**src/rtl/tt_um_mizidd_alu_sequencer.sv**
```systemverilog
// Program sequencer for the accumulator ALU: records opcode/operand words
// from the switches and replays them one per clock on the ALU-facing outputs.
//
// Ports:
//   clk, rst_n  clock, asynchronous active-low reset
//   ena         design enable (unused)
//   ui_in       [6:0] operand to store, [7] loop mode (sampled at run start)
//   uio_in      [2:0] opcode to store, [3] wr strobe, [4] run/stop strobe
//   uo_out      [6:0] replayed operand, [7] valid
//   uio_out     [7:5] replayed opcode, [4:0] zero
//   uio_oe      constant 8'hE0
module tt_um_mizidd_alu_sequencer #(
    parameter int DEPTH = 8,
    parameter int AW    = 3
) (
    input  logic       clk,
    input  logic       rst_n,
    input  logic       ena,
    input  logic [7:0] ui_in,
    input  logic [7:0] uio_in,
    output logic [7:0] uo_out,
    output logic [7:0] uio_out,
    output logic [7:0] uio_oe
);

    typedef enum logic {
        IDLE,
        RUN
    } state_t;

    localparam logic [AW:0] FULL = (AW+1)'(DEPTH);

    state_t      state;
    logic [9:0]  mem [DEPTH];
    // count and rptr carry one extra bit so a full program (count == DEPTH)
    // is distinguishable from an empty one and every word gets issued.
    logic [AW:0] count;
    logic [AW:0] rptr;
    logic        loop;
    logic        wr_prev;
    logic        run_prev;
    logic [2:0]  opcode;
    logic [6:0]  operand;
    logic        valid;

    logic        wr;
    logic        run;
    logic        wr_rise;
    logic        run_rise;
    logic        mem_we;
    logic        unused;

    assign wr       = uio_in[3];
    assign run      = uio_in[4];
    assign wr_rise  = wr & ~wr_prev;
    assign run_rise = run & ~run_prev;
    assign mem_we   = (state == IDLE) && wr_rise && !run_rise && (count != FULL);
    assign unused   = &{1'b0, ena, uio_in[7:5]};

    // Program memory is deliberately not reset.
    always_ff @(posedge clk) begin
        if (mem_we)
            mem[count[AW-1:0]] <= {uio_in[2:0], ui_in[6:0]};
    end

    always_ff @(posedge clk or negedge rst_n) begin
        if (!rst_n) begin
            state    <= IDLE;
            count    <= '0;
            rptr     <= '0;
            loop     <= 1'b0;
            wr_prev  <= 1'b0;
            run_prev <= 1'b0;
            opcode   <= '0;
            operand  <= '0;
            valid    <= 1'b0;
        end else begin
            wr_prev  <= wr;
            run_prev <= run;
            unique case (state)
                IDLE: begin
                    opcode  <= '0;
                    operand <= '0;
                    valid   <= 1'b0;
                    if (wr_rise && run_rise) begin
                        count <= '0;
                    end else if (wr_rise) begin
                        if (count != FULL)
                            count <= count + 1'b1;
                    end else if (run_rise && count != '0) begin
                        state             <= RUN;
                        loop              <= ui_in[7];
                        {opcode, operand} <= mem[0];
                        valid             <= 1'b1;
                        rptr              <= (AW+1)'(1);
                    end
                end
                RUN: begin
                    // Abort wins over sequencing; write strobes are ignored.
                    if (run_rise) begin
                        state   <= IDLE;
                        opcode  <= '0;
                        operand <= '0;
                        valid   <= 1'b0;
                    end else if (rptr < count) begin
                        {opcode, operand} <= mem[rptr[AW-1:0]];
                        valid             <= 1'b1;
                        rptr              <= rptr + 1'b1;
                    end else if (loop) begin
                        {opcode, operand} <= mem[0];
                        valid             <= 1'b1;
                        rptr              <= (AW+1)'(1);
                    end else begin
                        state   <= IDLE;
                        opcode  <= '0;
                        operand <= '0;
                        valid   <= 1'b0;
                    end
                end
                default: state <= IDLE;
            endcase
        end
    end

    assign uo_out  = {valid, operand};
    assign uio_out = {opcode, 5'b0};
    assign uio_oe  = 8'hE0;

endmodule

```
**config.mk**
```make
export PLATFORM = sky130hd
export DESIGN_NAME = tt_um_mizidd_alu_sequencer
export DESIGN_NICKNAME = d
export VERILOG_FILES = /design/src/rtl/tt_um_mizidd_alu_sequencer.sv
export SDC_FILE = /design/constraint.sdc
export NUM_CORES = 1
export LEC_CHECK = 0
export CELL_PAD_IN_SITES_DETAIL_PLACEMENT = 0
export CELL_PAD_IN_SITES_GLOBAL_PLACEMENT = 2
export CORE_MARGIN = 4
export CORE_UTILIZATION = 38
export DETAILED_ROUTE_END_ITERATION = 10
export HOLD_SLACK_MARGIN = 0.05
export PLACE_DENSITY = 0.79
export SLEW_MARGIN = 10
export SYNTH_ARGS = -nofsm -noshare
export SYNTH_HDL_FRONTEND = slang
export SYNTH_SLANG_ARGS = --single-unit
```
**constraint.sdc**
```tcl
create_clock -name clk -period 2.15 [get_ports clk]
set_input_delay 0.3225 -clock clk [delete_from_list [all_inputs] [get_ports clk]]
set_output_delay 0.3225 -clock clk [all_outputs]
set_load 0.005 [all_outputs]
```
* After elaboration in Yosys (flattened, before gate mapping)
Memories as Yosys holds them, arrays and structs flattened. Cells that the tools add are included.
Storage, ports and cells: logic and storage cells 70, memories kept 1, RAM bits 80, input port bits 19, register bits after elaboration 22, memory bits (read-only) 0, bits in latches 0, output and inout port bits 24
Cells by class: shift operators 0, bitwise gates (word level) 7, eq/ne operators 6, $lt $le $gt $ge 1, mux-type cells 33, reduce and logical (&&, ||, !) cells 12, divide/modulo/power cells 0, add/sub/neg operators 2, multiply operators 0
Memory list:
- mem | depth 8, width 10, read ports 2, clocked after Yosys merged registers in 0, write ports 1, RTL line 34 | logic [9:0] mem [DEPTH];
Operators by type and width (count):
- 7-bit two-way mux | 6
- 4-bit two-way mux | 9
- 3-bit two-way mux | 6
- 7-bit one-hot mux with 2 select lines | 1
- 4-bit by 1-bit adder with 4-bit output (second input constant) | 2
- 1-bit two-way mux | 8
- 4-bit one-hot mux with 2 select lines | 1
- 2-bit != test (second input constant) | 3
- 3-bit one-hot mux with 2 select lines | 1
- 1-bit logical AND | 5
- 1-bit NOT | 5
- 5-bit AND reduction | 1
- 4-bit less-than comparator | 1
- 4-bit != test (second input constant) | 1
- 4-bit AND reduction | 1
- 2-bit nonzero test | 2
- 4-bit nonzero test | 1
- 3-bit by 2-bit != test with 1-bit output (second input constant) | 1
- 3-bit AND reduction | 1
- 1-bit AND | 2
- 2-bit by 1-bit != test with 1-bit output (second input constant) | 1
- 1-bit one-hot mux with 2 select lines | 1
- 1-bit zero test | 1

* Logic depth before layout (Yosys ltp)
depth after elaboration 7, gate-level depth with buffers 8, depth with buffers taken out 6

* Worst setup path before layout
No wires, ideal clock.
path kind flip-flop to flip-flop, from register, netlist name valid, to memory mem[5][0] (enable), arrival time 1897 ps, path buffers 0, path slack -150 ps, stages on the path, launching flop included 4, required time 1746 ps, clock period less this slack 2300 ps, library setup time 404 ps, cell sequence dfrtp_1 > nor3b_1 > nand2_1 > nor4_1
RTL lines (RTL line):
- to (decl) | 34

* Final worst setup path
from register count[3], to register operand[1]
On the way: word-level cells in the longest chain between the ends 6, elaborated cells between the ends (all ways) 9, those cells by class order compare (1); mux (6); reduce/logical (2)
Ends and longest elaborated chain:
- from (decl) | RTL line 37 | logic [AW:0] count;
- from (signal assigned) | RTL line 89 | count <= count + 1'b1;
- branches (longest 5 deep; another with 4-bit less-than comparator)
- 7-bit one-hot mux with 2 select lines * | RTL line 80 | unique case (state)
- to (signal assigned) | RTL line 93 | {opcode, operand} <= mem[0];
- to (signal assigned) | RTL line 106 | {opcode, operand} <= mem[rptr[AW-1:0]];
- to (signal assigned) | RTL line 110 | {opcode, operand} <= mem[0];
- to (decl) | RTL line 43 | logic [6:0] operand;
Mark *: on every way between the ends. A chain may end at the register's enable or synchronous reset.

==> metrics.cfg <==
[sta]
skew_ns=0.0138
maxSlewViolCount=0
timing.final.hold_violations=0
fin_tns_setup_ns=0
fmax_ghz=0.526
rsz0062_at_grt=no
fin_crit_ns=1.90
setup_ws_ns=0.250
fin_crit_sh=0.884
finalSetupViolCount=0

[finish]
final_layout_size_suffix_gt1_frac=0.260
nNetsFinal=309
final_cell_area_um2=4950
syn_to_final_growth_pct=17.4
layout_commonest_cell=edfxtp_1
num_antenna_cells=0
final_cell_mix=80 x edfxtp_1, 27 x buf_4, 25 x clkdlybuf4s50_1
fin_cells=429

[worst_setup_path]
crit_arrival_ns=2.16
required_ns=2.41
end_kind=flip-flop
timing_worst_setup_path_type=flip-flop to flip-flop
start_kind=flip-flop
cp_max_fo=10

[clocking]
cts_resized=0
postCtsHoldBufs=0
cts_tree=built
cts.sinks=102
cts_buffer_depth=2
htree_levels=3
root_buffer=clkbuf_8
clk_latency_ns=0.36
cts_made_buffers=9
path_clk_slew_ns=0.10
cts_setup_buffers=0

[synth]
syn_avg_cell_area_um2=18.2
synth.area.top_cells=edfxtp_1 57%, dfrtp_1 13%, mux4_2 11%, buf_4 2.9%, mux2i_1 2.6%
yosysSeqAreaShare=0.701
synth_cell_types=40
synth_top_area_cell=edfxtp_1
synthAdderAreaFrac=0.0178
ys_seq_elements=102
netlist_instances=231
synth-simple-area-share=0.0499
synth_compound_area_frac=0.0514
synth_xor_area_frac=0
synthMuxAreaShare=0.138
syn_area_um2=4210
synth_top_family_by_area=multiplexers
synth-warning-count=0
yosys.area.top_type_share=0.570

[grt]
antenna_found_initial=0
grt_pass1_wl_um=12900
grt_max_degree=25
grt_usage=0.136
grt_pass1_vias=2233
globalRouteOverflowTotal=0

[drt]
route.detailed.wl_per_inst_um=18.9
vias=2186
drtIter0Drc=92
routed_wl_um=8100
drc=0
dr.pass1.iters=4
vias_per_cell=5.10
antenna_left=0

[status]
status=finished, final reports clean

[place]
placedInstanceArea_um2=4740
place_inst=413
hpwlAfterDp_um=5280
pre_cts_ws_ns=-0.0502
place_congestion=0.753
numPortBuffers=25

[power_and_ir_drop]
power_leakage_nw=1.79
powerDensity_nw_per_um2=1060
ir_worst_vdd_uv=420
power_w=0.00525

[min_path]
hold_path.class=primary input to async pin

[die]
dieArea_um2=12800
ios=43
rows=38
core_area_um2=10800
initial_core_util=0.389
dieHeight_um=113
die_w_um=113

[run]
drv_cap=0

routing by layer:
metal / up-vias / part of all wire / global-route usage
li1: 994 / - / -
met1: 1138 / 0.48 / 0.188
met2: 47 / 0.48 / 0.214
met3: 7 / 0.031 / 0.0273
met4: 0 / 0.0089 / 0.0481
met5: - / 0 / 0
state kept, by name, indices dropped and copies added (netlist names):
register	flops
mem	80
operand	7
count	4
rptr	4
opcode	3
loop	1
run_prev	1
valid	1
wr_prev	1
final timing paths:
check                      slack, ns  cells past startpoint    endpoint       from
min reg2reg                     0.50                      1   opcode[1]  mem[0][8]
min                             0.32                      2    count[2]      rst_n
max reg2reg                     0.25                      7  operand[1]   count[3]
min in group clk                0.44                      1     wr_prev  uio_in[3]
max in group asynchronous       1.58                      2   opcode[0]      rst_n
max                             0.25                      7  operand[1]   count[3]
critical path: stages, from the launching register on:
cell and delay [ns]:
dfrtp_1 0.44, inv_1 0.07, ha_1 0.31, a21oi_1 0.19, o21a_1 0.23, nand3_1 0.12
buf_4 0.20, o2bb2ai_1 0.23
synthesized netlist by cell type:
cell type  number
a32o_1          1
o21ai_0         3
o21a_1          1
clkbuf_1        2
dfrtp_1        22
nor3_1          4
mux2_2          2
nand2_1         7
buf_1           1
clkbuf_8        1
a41o_2          1
o21ai_2         1
and2b_2         2
a21oi_1         1
a21o_2          1
or3_1           1
nor4_1          1
nand3_1         8
o2bb2ai_1      10
and2_1          1
mux4_2         20
a21bo_2         1
a21bo_1         2
nand3b_1        1
mux2i_1        11
and4_1          1
o211ai_1        2
buf_2           1
or4_4           1
edfxtp_1       80
a21o_1          1
nand2b_4        1
inv_1           5
ha_1            6
or2b_2          1
conb_1          2
nor3b_1         3
nor2_1          4
o211a_2         1
buf_4          16
logic make-up after synthesis:
kind of cell | count (synthesis)
simple gates | 36
other cells | 2
compound gates | 26
buf+inv | 26
fa+ha+maj | 6
mux | 33
flops | 102
report_power, final:
group	switching [W]	leakage [nW]	internal [W]
logic	0.000774	0.683	0.000820
clock network	0.000665	0.0971	0.000549
registers	0.0000966	1.01	0.00234
cell type report:
class	instances	area [um^2]
fillers	953	5890
clock inverters	6	72.6
inverters	5	18.8
clock buffers	10	128
repair buffers	52	453
multi-input cells	114	1150
well taps	140	175
flip-flops and latches	102	2950
through the flow:
stage	utilization	hold slack, ns
final	0.456	0.316
after global routing	0.456	0.335
after CTS	0.456	0.317
after detailed placement	0.437	0.483
after global placement	0.437	0.479
after floorplan	-	0.0269
(Power assumes the default switching activity.)
